==> config.mk <==
export PLATFORM = sky130hd
export DESIGN_NAME = ysyx_23060180_mem_bridge_flat
export DESIGN_NICKNAME = d
export VERILOG_FILES = /design/src/rtl/ysyx_23060180_mem_pkg.sv /design/src/rtl/ysyx_23060180_mem_bridge_if.sv /design/src/rtl/ysyx_23060180_mem_align.sv /design/src/rtl/ysyx_23060180_mem_bridge.sv /design/src/flat_wrapper.sv
export SDC_FILE = /design/constraint.sdc
export NUM_CORES = 1
export LEC_CHECK = 0
export BUFFER_PORTS_ARGS = -buffer_cell sky130_fd_sc_hd__buf_4
export CORE_UTILIZATION = 45
export CTS_CLUSTER_DIAMETER = 40
export DETAILED_ROUTE_END_ITERATION = 8
export GPL_TIMING_DRIVEN = 0
export PLACE_DENSITY_LB_ADDON = 0.15
export SLEW_MARGIN = 20
export SYNTH_ARGS = -nofsm -noshare
export SYNTH_HDL_FRONTEND = slang
export SYNTH_SLANG_ARGS = --single-unit
==> constraint.sdc <==
create_clock -name clk -period 7.3 [get_ports clk]
set_clock_uncertainty 0.1 [all_clocks]
set_input_delay 1.095 -clock clk [delete_from_list [all_inputs] [get_ports clk]]
set_output_delay 1.095 -clock clk [all_outputs]
set_load 0.05 [all_outputs]
==> src/rtl/ysyx_23060180_mem_pkg.sv <==
// ----------------------------------------------------------------------------
// ysyx_23060180_mem_pkg
//   Shared definitions for the core memory bridge and its alignment helper:
//   access size encoding, AXI response codes, the bridge state enum and a
//   helper that decides whether an access is misaligned.
// ----------------------------------------------------------------------------
package ysyx_23060180_mem_pkg;

    // Core request size encoding (req_size); 2'd3 is reserved
    localparam logic [1:0] SIZE_B = 2'd0;
    localparam logic [1:0] SIZE_H = 2'd1;
    localparam logic [1:0] SIZE_W = 2'd2;

    // AXI response codes
    localparam logic [1:0] RESP_OKAY   = 2'd0;
    localparam logic [1:0] RESP_SLVERR = 2'd2;

    typedef enum logic [2:0] {
        IDLE,
        RADDR,
        RDATA,
        WREQ,
        WRESP,
        RESP
    } bridge_state_t;

    // The reserved size is treated as misaligned so it never reaches the bus
    function automatic logic is_misaligned(input logic [1:0] size,
                                           input logic [1:0] addr_lo);
        case (size)
            SIZE_B:  return 1'b0;
            SIZE_H:  return addr_lo[0];
            SIZE_W:  return (addr_lo != 2'b00);
            default: return 1'b1;
        endcase
    endfunction

endpackage

==> src/rtl/ysyx_23060180_mem_bridge_if.sv <==
// ----------------------------------------------------------------------------
// ysyx_23060180_mem_bridge_if
//   AXI4-Lite subset bus between the memory bridge (master) and a memory
//   slave. Channels: AR (araddr/arvalid/arready), R (rdata/rresp/rvalid/
//   rready), AW (awaddr/awvalid/awready), W (wdata/wstrb/wvalid/wready),
//   B (bresp/bvalid/bready).
//   Modports: master (the bridge), slave (memory model / interconnect).
// ----------------------------------------------------------------------------
interface ysyx_23060180_mem_bridge_if #(
    parameter int ADDR_W = 32,
    parameter int DATA_W = 32
);

    logic [ADDR_W-1:0]   araddr;
    logic                arvalid;
    logic                arready;

    logic [DATA_W-1:0]   rdata;
    logic [1:0]          rresp;
    logic                rvalid;
    logic                rready;

    logic [ADDR_W-1:0]   awaddr;
    logic                awvalid;
    logic                awready;

    logic [DATA_W-1:0]   wdata;
    logic [DATA_W/8-1:0] wstrb;
    logic                wvalid;
    logic                wready;

    logic [1:0]          bresp;
    logic                bvalid;
    logic                bready;

    modport master (
        output araddr, arvalid, rready,
        output awaddr, awvalid, wdata, wstrb, wvalid, bready,
        input  arready, rdata, rresp, rvalid,
        input  awready, wready, bresp, bvalid
    );

    modport slave (
        input  araddr, arvalid, rready,
        input  awaddr, awvalid, wdata, wstrb, wvalid, bready,
        output arready, rdata, rresp, rvalid,
        output awready, wready, bresp, bvalid
    );

endinterface

==> src/rtl/ysyx_23060180_mem_align.sv <==
// ----------------------------------------------------------------------------
// ysyx_23060180_mem_align
//   Purely combinational byte-lane helper for 32-bit word memory.
//   Ports:
//     addr_lo     in  2  : byte offset within the word
//     size        in  2  : access size (SIZE_B / SIZE_H / SIZE_W)
//     store_data  in  32 : right-justified store data
//     bus_rdata   in  32 : raw word read from the bus
//     misaligned  out 1  : access crosses its natural alignment
//     strb        out 4  : byte strobes for the store
//     store_lanes out 32 : store data shifted into its byte lanes
//     load_data   out 32 : read data shifted down to bit 0, upper bits zero
// ----------------------------------------------------------------------------
module ysyx_23060180_mem_align
    import ysyx_23060180_mem_pkg::*;
(
    input  logic [1:0]  addr_lo,
    input  logic [1:0]  size,
    input  logic [31:0] store_data,
    input  logic [31:0] bus_rdata,
    output logic        misaligned,
    output logic [3:0]  strb,
    output logic [31:0] store_lanes,
    output logic [31:0] load_data
);

    logic [3:0]  base_strb;
    logic [31:0] size_mask;
    logic [31:0] shifted_rdata;

    always_comb begin
        base_strb = 4'b0000;
        size_mask = 32'h0000_0000;
        case (size)
            SIZE_B: begin
                base_strb = 4'b0001;
                size_mask = 32'h0000_00FF;
            end
            SIZE_H: begin
                base_strb = 4'b0011;
                size_mask = 32'h0000_FFFF;
            end
            SIZE_W: begin
                base_strb = 4'b1111;
                size_mask = 32'hFFFF_FFFF;
            end
            default: begin
                base_strb = 4'b0000;
                size_mask = 32'h0000_0000;
            end
        endcase

        misaligned    = is_misaligned(size, addr_lo);
        strb          = base_strb << addr_lo;
        store_lanes   = store_data << {addr_lo, 3'b000};
        shifted_rdata = bus_rdata >> {addr_lo, 3'b000};
        load_data     = shifted_rdata & size_mask;
    end

endmodule

==> src/rtl/ysyx_23060180_mem_bridge.sv <==
// ----------------------------------------------------------------------------
// ysyx_23060180_mem_bridge
//   Converts single core memory requests (valid/ready) into AXI4-Lite subset
//   transactions, one at a time, and returns a one-cycle completion pulse.
//   Ports:
//     clk, rst              : clock, synchronous active-high reset
//     req_valid/req_ready   : core request handshake
//     req_wen, req_size,
//     req_addr, req_wdata   : request attributes (store data right-justified)
//     rsp_valid, rsp_err,
//     rsp_rdata             : completion pulse, error flag, right-justified load
//     bus                   : AXI4-Lite subset master port
// ----------------------------------------------------------------------------
module ysyx_23060180_mem_bridge
    import ysyx_23060180_mem_pkg::*;
#(
    parameter int ADDR_W = 32,
    parameter int DATA_W = 32
) (
    input  logic                       clk,
    input  logic                       rst,

    input  logic                       req_valid,
    output logic                       req_ready,
    input  logic                       req_wen,
    input  logic [1:0]                 req_size,
    input  logic [ADDR_W-1:0]          req_addr,
    input  logic [DATA_W-1:0]          req_wdata,

    output logic                       rsp_valid,
    output logic                       rsp_err,
    output logic [DATA_W-1:0]          rsp_rdata,

    ysyx_23060180_mem_bridge_if.master bus
);

    bridge_state_t state;
    logic [1:0]    addr_lo_q;
    logic [1:0]    size_q;

    logic [1:0]    align_addr_lo;
    logic [1:0]    align_size;
    logic          misaligned;
    logic [3:0]    strb;
    logic [31:0]   store_lanes;
    logic [31:0]   load_data;

    logic          aw_ok;
    logic          w_ok;

    // Reset also blocks acceptance so nothing slips in during the reset cycle
    assign req_ready = (state == IDLE) && !rst;

    // The aligner serves the incoming request while idle and the latched
    // request afterwards, so one instance covers both store and load paths
    assign align_addr_lo = (state == IDLE) ? req_addr[1:0] : addr_lo_q;
    assign align_size    = (state == IDLE) ? req_size      : size_q;

    ysyx_23060180_mem_align u_align (
        .addr_lo     (align_addr_lo),
        .size        (align_size),
        .store_data  (req_wdata),
        .bus_rdata   (bus.rdata),
        .misaligned  (misaligned),
        .strb        (strb),
        .store_lanes (store_lanes),
        .load_data   (load_data)
    );

    // A channel is finished once its valid has dropped or it handshakes now
    assign aw_ok = !bus.awvalid || bus.awready;
    assign w_ok  = !bus.wvalid  || bus.wready;

    always_ff @(posedge clk) begin
        if (rst) begin
            state       <= IDLE;
            addr_lo_q   <= 2'b00;
            size_q      <= 2'b00;
            bus.araddr  <= '0;
            bus.arvalid <= 1'b0;
            bus.rready  <= 1'b0;
            bus.awaddr  <= '0;
            bus.awvalid <= 1'b0;
            bus.wdata   <= '0;
            bus.wstrb   <= '0;
            bus.wvalid  <= 1'b0;
            bus.bready  <= 1'b0;
            rsp_valid   <= 1'b0;
            rsp_err     <= 1'b0;
            rsp_rdata   <= '0;
        end else begin
            rsp_valid <= 1'b0;
            case (state)
                IDLE: begin
                    if (req_valid) begin
                        addr_lo_q <= req_addr[1:0];
                        size_q    <= req_size;
                        rsp_rdata <= '0;
                        rsp_err   <= 1'b0;
                        if (misaligned) begin
                            rsp_valid <= 1'b1;
                            rsp_err   <= 1'b1;
                            state     <= RESP;
                        end else if (req_wen) begin
                            bus.awaddr  <= {req_addr[ADDR_W-1:2], 2'b00};
                            bus.awvalid <= 1'b1;
                            bus.wdata   <= store_lanes;
                            bus.wstrb   <= strb;
                            bus.wvalid  <= 1'b1;
                            state       <= WREQ;
                        end else begin
                            bus.araddr  <= {req_addr[ADDR_W-1:2], 2'b00};
                            bus.arvalid <= 1'b1;
                            state       <= RADDR;
                        end
                    end
                end
                RADDR: begin
                    if (bus.arready) begin
                        bus.arvalid <= 1'b0;
                        bus.rready  <= 1'b1;
                        state       <= RDATA;
                    end
                end
                RDATA: begin
                    if (bus.rvalid) begin
                        bus.rready <= 1'b0;
                        rsp_rdata  <= load_data;
                        rsp_err    <= (bus.rresp != RESP_OKAY);
                        rsp_valid  <= 1'b1;
                        state      <= RESP;
                    end
                end
                WREQ: begin
                    if (bus.awvalid && bus.awready) begin
                        bus.awvalid <= 1'b0;
                    end
                    if (bus.wvalid && bus.wready) begin
                        bus.wvalid <= 1'b0;
                    end
                    if (aw_ok && w_ok) begin
                        bus.bready <= 1'b1;
                        state      <= WRESP;
                    end
                end
                WRESP: begin
                    if (bus.bvalid) begin
                        bus.bready <= 1'b0;
                        rsp_err    <= (bus.bresp != RESP_OKAY);
                        rsp_valid  <= 1'b1;
                        state      <= RESP;
                    end
                end
                RESP: begin
                    rsp_err <= 1'b0;
                    state   <= IDLE;
                end
                default: begin
                    state <= IDLE;
                end
            endcase
        end
    end

endmodule

==> src/flat_wrapper.sv <==
// flat-port wrapper written by rule: the top's interface ports become plain ports
module ysyx_23060180_mem_bridge_flat import ysyx_23060180_mem_pkg::*;
#(
    parameter int ADDR_W = 32,
    parameter int DATA_W = 32
)
  (clk, rst, req_valid, req_ready, req_wen, req_size, req_addr, req_wdata, rsp_valid, rsp_err, rsp_rdata, bus_araddr, bus_arvalid, bus_rready, bus_awaddr, bus_awvalid, bus_wdata, bus_wstrb, bus_wvalid, bus_bready, bus_arready, bus_rdata, bus_rresp, bus_rvalid, bus_awready, bus_wready, bus_bresp, bus_bvalid);
  ysyx_23060180_mem_bridge_if #(.ADDR_W(ADDR_W), .DATA_W(DATA_W)) bus_i ();
  input  logic clk;
  input  logic rst;
  input  logic req_valid;
  output logic req_ready;
  input  logic req_wen;
  input  logic [1:0] req_size;
  input  logic [ADDR_W-1:0] req_addr;
  input  logic [DATA_W-1:0] req_wdata;
  output logic rsp_valid;
  output logic rsp_err;
  output logic [DATA_W-1:0] rsp_rdata;
  output wire logic [$bits(bus_i.araddr)-1:0] bus_araddr;
  output wire logic [$bits(bus_i.arvalid)-1:0] bus_arvalid;
  output wire logic [$bits(bus_i.rready)-1:0] bus_rready;
  output wire logic [$bits(bus_i.awaddr)-1:0] bus_awaddr;
  output wire logic [$bits(bus_i.awvalid)-1:0] bus_awvalid;
  output wire logic [$bits(bus_i.wdata)-1:0] bus_wdata;
  output wire logic [$bits(bus_i.wstrb)-1:0] bus_wstrb;
  output wire logic [$bits(bus_i.wvalid)-1:0] bus_wvalid;
  output wire logic [$bits(bus_i.bready)-1:0] bus_bready;
  input wire logic [$bits(bus_i.arready)-1:0] bus_arready;
  input wire logic [$bits(bus_i.rdata)-1:0] bus_rdata;
  input wire logic [$bits(bus_i.rresp)-1:0] bus_rresp;
  input wire logic [$bits(bus_i.rvalid)-1:0] bus_rvalid;
  input wire logic [$bits(bus_i.awready)-1:0] bus_awready;
  input wire logic [$bits(bus_i.wready)-1:0] bus_wready;
  input wire logic [$bits(bus_i.bresp)-1:0] bus_bresp;
  input wire logic [$bits(bus_i.bvalid)-1:0] bus_bvalid;
  assign bus_araddr = bus_i.araddr;
  assign bus_arvalid = bus_i.arvalid;
  assign bus_rready = bus_i.rready;
  assign bus_awaddr = bus_i.awaddr;
  assign bus_awvalid = bus_i.awvalid;
  assign bus_wdata = bus_i.wdata;
  assign bus_wstrb = bus_i.wstrb;
  assign bus_wvalid = bus_i.wvalid;
  assign bus_bready = bus_i.bready;
  assign bus_i.arready = bus_arready;
  assign bus_i.rdata = bus_rdata;
  assign bus_i.rresp = bus_rresp;
  assign bus_i.rvalid = bus_rvalid;
  assign bus_i.awready = bus_awready;
  assign bus_i.wready = bus_wready;
  assign bus_i.bresp = bus_bresp;
  assign bus_i.bvalid = bus_bvalid;
  ysyx_23060180_mem_bridge #(.ADDR_W(ADDR_W), .DATA_W(DATA_W)) u_core (.clk(clk), .rst(rst), .req_valid(req_valid), .req_ready(req_ready), .req_wen(req_wen), .req_size(req_size), .req_addr(req_addr), .req_wdata(req_wdata), .rsp_valid(rsp_valid), .rsp_err(rsp_err), .rsp_rdata(rsp_rdata), .bus(bus_i));
endmodule
Word level (Yosys, flattened, before mapping):

Cells that the tools add are included.

* output and inout bits: 140
* word-level logic and storage cells: 112
* flip-flop bits (word level): 142

* reduce and logical (&&, ||, !) cells: 31
* equal/unequal tests: 17
* shifts and indexed selects: 3
* bitwise logic cells: 3
* mux-type cells: 43

Operators with widths (count)
* one-hot mux 32 bit (3 select lines): 1
* two-way mux 32 bit: 2
* one-hot mux 32 bit (2 select lines): 1
* AND 32 bit: 1
* left shift 32 x 5 -> 32 bit: 1
* right shift 32 x 5 -> 32 bit: 1
* two-way mux 1 bit: 20
* AND reduction 5 bit: 4
* two-way mux 3 bit: 6
* nonzero test 2 bit: 8
* one-hot mux 3 bit (5 select lines): 1
* inequality test 2 bit, second input constant: 7
* one-hot mux 4 bit (3 select lines): 1
* AND reduction 4 bit: 3
* one-hot mux 1 bit (2 select lines): 5
* AND reduction 3 bit: 3
* equality test 3 x 2 -> 1 bit, second input constant: 2
* equality test 3 bit, second input constant: 2
* two-way mux 2 bit: 3
* inequality test 2 x 1 -> 1 bit, second input constant: 3
* one-hot mux 1 bit (3 select lines): 2
* logical AND 1 bit: 4
* one-hot mux 1 bit (4 select lines): 1
* nonzero test 4 bit: 1
* other kinds (10): 14

Depth between registers and ports, before layout:

* depth after elaboration: 7
* depth in mapped cells: 13
* depth with buffers taken out: 9

Modules after synthesis:

A second synthesis with hierarchy kept.

* cells, all modules: 857
* area total of the unflattened synthesis: 6626.4 µm²

Modules (own cells, without submodules)
* ysyx_23060180_mem_bridge: area an instance 5322.6 µm², times used 1, cells each 670
* ysyx_23060180_mem_align: area an instance 1303.8 µm², times used 1, cells each 187

Least setup slack after synthesis:

OpenSTA, ideal clock, no wires.

* path kind: input-to-output
* from: input port rst
* to: output port req_ready
* setup slack: 3.612 ns
* arrival: 2.493 ns
* stages on the path: 5
* cells stage by stage: clkbuf_1 clkbuf_1 clkbuf_1 clkbuf_1 nor2_1

* longest elaborated chain between the ends: 2

RTL lines
* start: declaration: line flat_wrapper.sv:10 `input logic rst;`
* logical NOT 1 bit: line ysyx_23060180_mem_bridge.sv:52 `assign req_ready = (state == IDLE) && !rst;`
* logical AND 1 bit: line ysyx_23060180_mem_bridge.sv:52
* end: declaration: line flat_wrapper.sv:12 `output logic req_ready;`

No other way between the ends.

Worst setup path after layout:

Same ends and word-level chain as after synthesis.

==> impl_metrics.sql <==
INSERT INTO impl_metrics (metric_group, metric, value, unit) VALUES
('power', 'power_switching_share', '44.3', '%'),
('sta', 'final_hold_viol_count', '0', ''),
('setup_path', 'critPathMaxFanout', '10', ''),
('die', 'core.rowCount', '45', ''),
('min_path', 'timing.hold.worst.start', 'u_core.size_q[0]$_SDFFE_PP0P_', ''),
('route', 'vias_per_cell', '5.73', ''),
('min_path', 'hold_path_depth', '2', ''),
('global_route', 'first_global_vias', '6895', ''),
('synthesis', 'yosysWarningCount', '0', ''),
('power', 'p_sw', '1.65', 'mW'),
('sta', 'period_minus_ws_final', '4.28', 'ns'),
('clock_tree', 'h_tree_depth', '4', ''),
('place', 'hpwl', '17.0', 'mm'),
('layout', 'layout.cells.most_common', 'buf_4', ''),
('route', 'drt-total-wl', '23.2', 'mm'),
('setup_path', 'end_kind', 'output port', ''),
('sta', 'maxSlewViolCount', '0', ''),
('global_route', 'met3_capacity_usage_during_global_routing', '6.28', '%'),
('clock_tree', 'post-cts-setup-buffer-count', '0', ''),
('global_route', 'grt_start_max_net_pins', '17', ''),
('route', 'drtPass1Iterations', '7', ''),
('setup_path', 'critPathLaunchType', 'input port', ''),
('setup_path', 'ws_path_type', 'input port to output port', ''),
('power', 'pwr-share-clk', '25.4', '%'),
('global_route', 'antenna_found_initial', '0', ''),
('sta', 'final_min_period_over_clock_period', '58.6', '%'),
('power', 'power.density', '381', 'mW/mm^2'),
('synthesis', 'yosys_register_bits', '142', ''),
('setup_path', 'timing.reg2reg.worst_path_depth', '11', ''),
('route', 'post_drt_wl_per_cell', '18.0', 'um'),
('route', 'drcViolationCount', '0', ''),
('sta', 'fmax', '234', 'MHz'),
('layout', 'insertedDiodeCount', '0', ''),
('clock_tree', 'cts_tree', 'built', ''),
('synthesis', 'number_of_flops_mapped_to_enable_cells_by_yosys', '0', ''),
('clock_tree', 'max-clock-path-buffers', '2', ''),
('route', 'postRouteAntennaNets', '0', ''),
('global_route', 'grt_pass1_wl', '36.0', 'mm'),
('setup_path', 'r2r_start', 'u_core.state[2]$_SDFFE_PP0P_', ''),
('synthesis', 'postSynthAreaPerCell', '8.57', 'sq um'),
('layout', 'final_net_count', '1201', ''),
('sta', 'rsz0062_at_grt', 'false', ''),
('place', 'placer_congestion', '0.878', ''),
('global_route', 'top_usage_layer', 'met2', ''),
('setup_path', 'critical_path_arrival', '3.08', 'ns'),
('layout', 'post_layout_nonfiller_instances', '1288', ''),
('global_route', 'grt-ovfl-total', '0', ''),
('power', 'ir_drop', '240', 'uV'),
('sta', 'setup_viols_final', '0', ''),
('power', 'pwr-share-seq', '26.2', '%'),
('layout', 'commonest_cells_after_routing_fill_and_taps_aside', 'buf_4 (251), dfxtp_1 (142), a21oi_1 (91), nand2b_1 (72), o21ai_0 (65)', ''),
('min_path', 'min_path_type', 'flip-flop to flip-flop', ''),
('run_status', 'outcome', 'complete, no violations', ''),
('setup_path', 'worstSetupStartpoint', 'rst', ''),
('synthesis', 'synth_cells', '820', ''),
('setup_path', 'regToRegEndpoint', 'u_core.bus.wdata[23]$_SDFFE_PP0P_', ''),
('place', 'port_buffers', '245', ''),
('synthesis', 'synthDistinctLibCells', '64', ''),
('die', 'die-area', '0.0161', 'sq mm'),
('route', 'vias_after_detailed_routing', '7383', ''),
('sta', 'slew_headroom', '47.8', '%'),
('clock_tree', 'worst_setup_hold_path_clk_slew', '0.06', 'ns'),
('global_route', 'grt_util_all_layers', '28.5', '%'),
('power', 'internal-power', '2.07', 'mW'),
('die', 'initial_utilization', '46.2', '%'),
('synthesis', 'synthArstFlopShare', '0', '%'),
('die', 'die_width', '127', 'um'),
('route', 'drtIter0Drc', '479', ''),
('synthesis', 'syn-cell-area', '0.00703', 'sq mm'),
('sta', 'fin_tns_setup', '0', 'ns'),
('global_route', 'grt_util_met1', '36.6', '%');
critical path, stage by stage:
cell and delay (ns):
clkbuf_1 0.37, clkbuf_1 0.43, clkbuf_1 0.39, clkbuf_1 0.47
nor2_1 0.10, buf_4 0.21
per-stage QoR:
step           util, %  area (sq um)  worst slack, ns  hold WS (ns)  power [mW]
2_1_floorplan        -          7040             3.61         0.337        2.26
3_3_place_gp      60.0          9120             2.96         0.346        2.75
3_5_place_dp      60.0          9120             2.96         0.349        2.76
4_1_cts           64.1          9750             2.95         0.358        3.70
5_1_grt           64.1          9750             2.75         0.383        3.89
6_report          64.1          9750             3.02         0.358        3.72
cells in the mapped netlist, types with 11 or more instances:
library cell | instances | area, sq um
nand2b_1 | 72 | 450
nor3_1 | 13 | 65.1
nand4_1 | 11 | 68.8
inv_1 | 16 | 60.1
o211ai_1 | 17 | 128
nand2_1 | 52 | 195
a32oi_1 | 16 | 140
o21ai_0 | 65 | 325
and3_1 | 33 | 206
nor2_1 | 18 | 67.6
nand3_1 | 35 | 175
dfxtp_1 | 142 | 2840
clkbuf_1 | 57 | 214
mux2i_1 | 46 | 460
a21oi_1 | 91 | 455
power groups by stage:
stage                     sequential, mW  combinational (mW)  clock (mW)
after floorplan                     1.34               0.921           0
after global placement             0.984                1.77           0
after detailed placement           0.986                1.78           0
after CTS                          0.972                1.79       0.946
after global routing               0.986                1.93       0.981
final                              0.973                1.80       0.944
cell families (layout without fill, tap and decap cells):
logic type / after synthesis / after routing / synth area share (%)
AOI/OAI and AO/OA: 273 / 273 / 25.1
adders and majority gates: 3 / 3 / 0.534
buffers and inverters: 97 / 374 / 6.37
DFF: 142 / 142 / 40.4
muxes: 49 / 49 / 7.19
other: 1 / 4 / 0.0533
and+or+nand+nor: 255 / 255 / 20.3
worst max path at each step:
stage | to | slack, ns | depth (start not counted)
global route | req_ready | 2.75 | 6
floorplan | req_ready | 3.61 | 5
finish | req_ready | 3.02 | 6
CTS | req_ready | 2.95 | 6
detailed placement | req_ready | 2.96 | 6
global placement | req_ready | 2.96 | 6
routing by layer:
metal  vias to the layer above  part of all wire [%]
met3                        54                   7.4
met1                      3491                    43
met4                         0                   2.8
met2                       314                    47
li1                       3524                     -
met5                         -                     0
layout make-up:
| class | instances | area, sq um |
|---|---|---|
| Fill cell | 1397 | 5450 |
| Sequential cell | 142 | 2840 |
| Buffer | 81 | 388 |
| Tap cell | 188 | 235 |
| Clock inverter | 15 | 208 |
| Inverter | 16 | 60.1 |
| Timing Repair Buffer | 245 | 1840 |
| Clock buffer | 17 | 425 |
| Multi-Input combinational cell | 584 | 3750 |
flip-flops by register name, summed over array words and instances, names as in the netlist:
signal              cells
u_core.rsp_err          1
u_core.bus.wdata       32
u_core.bus.arvalid      1
u_core.rsp_valid        1
u_core.bus.awaddr      30
u_core.size_q           2
u_core.bus.wstrb        4
u_core.bus.araddr      30
u_core.bus.rready       1
u_core.rsp_rdata       32
u_core.addr_lo_q        2
u_core.bus.awvalid      1
u_core.bus.bready       1
u_core.state            3
u_core.bus.wvalid       1
(Power assumes the default switching activity.)
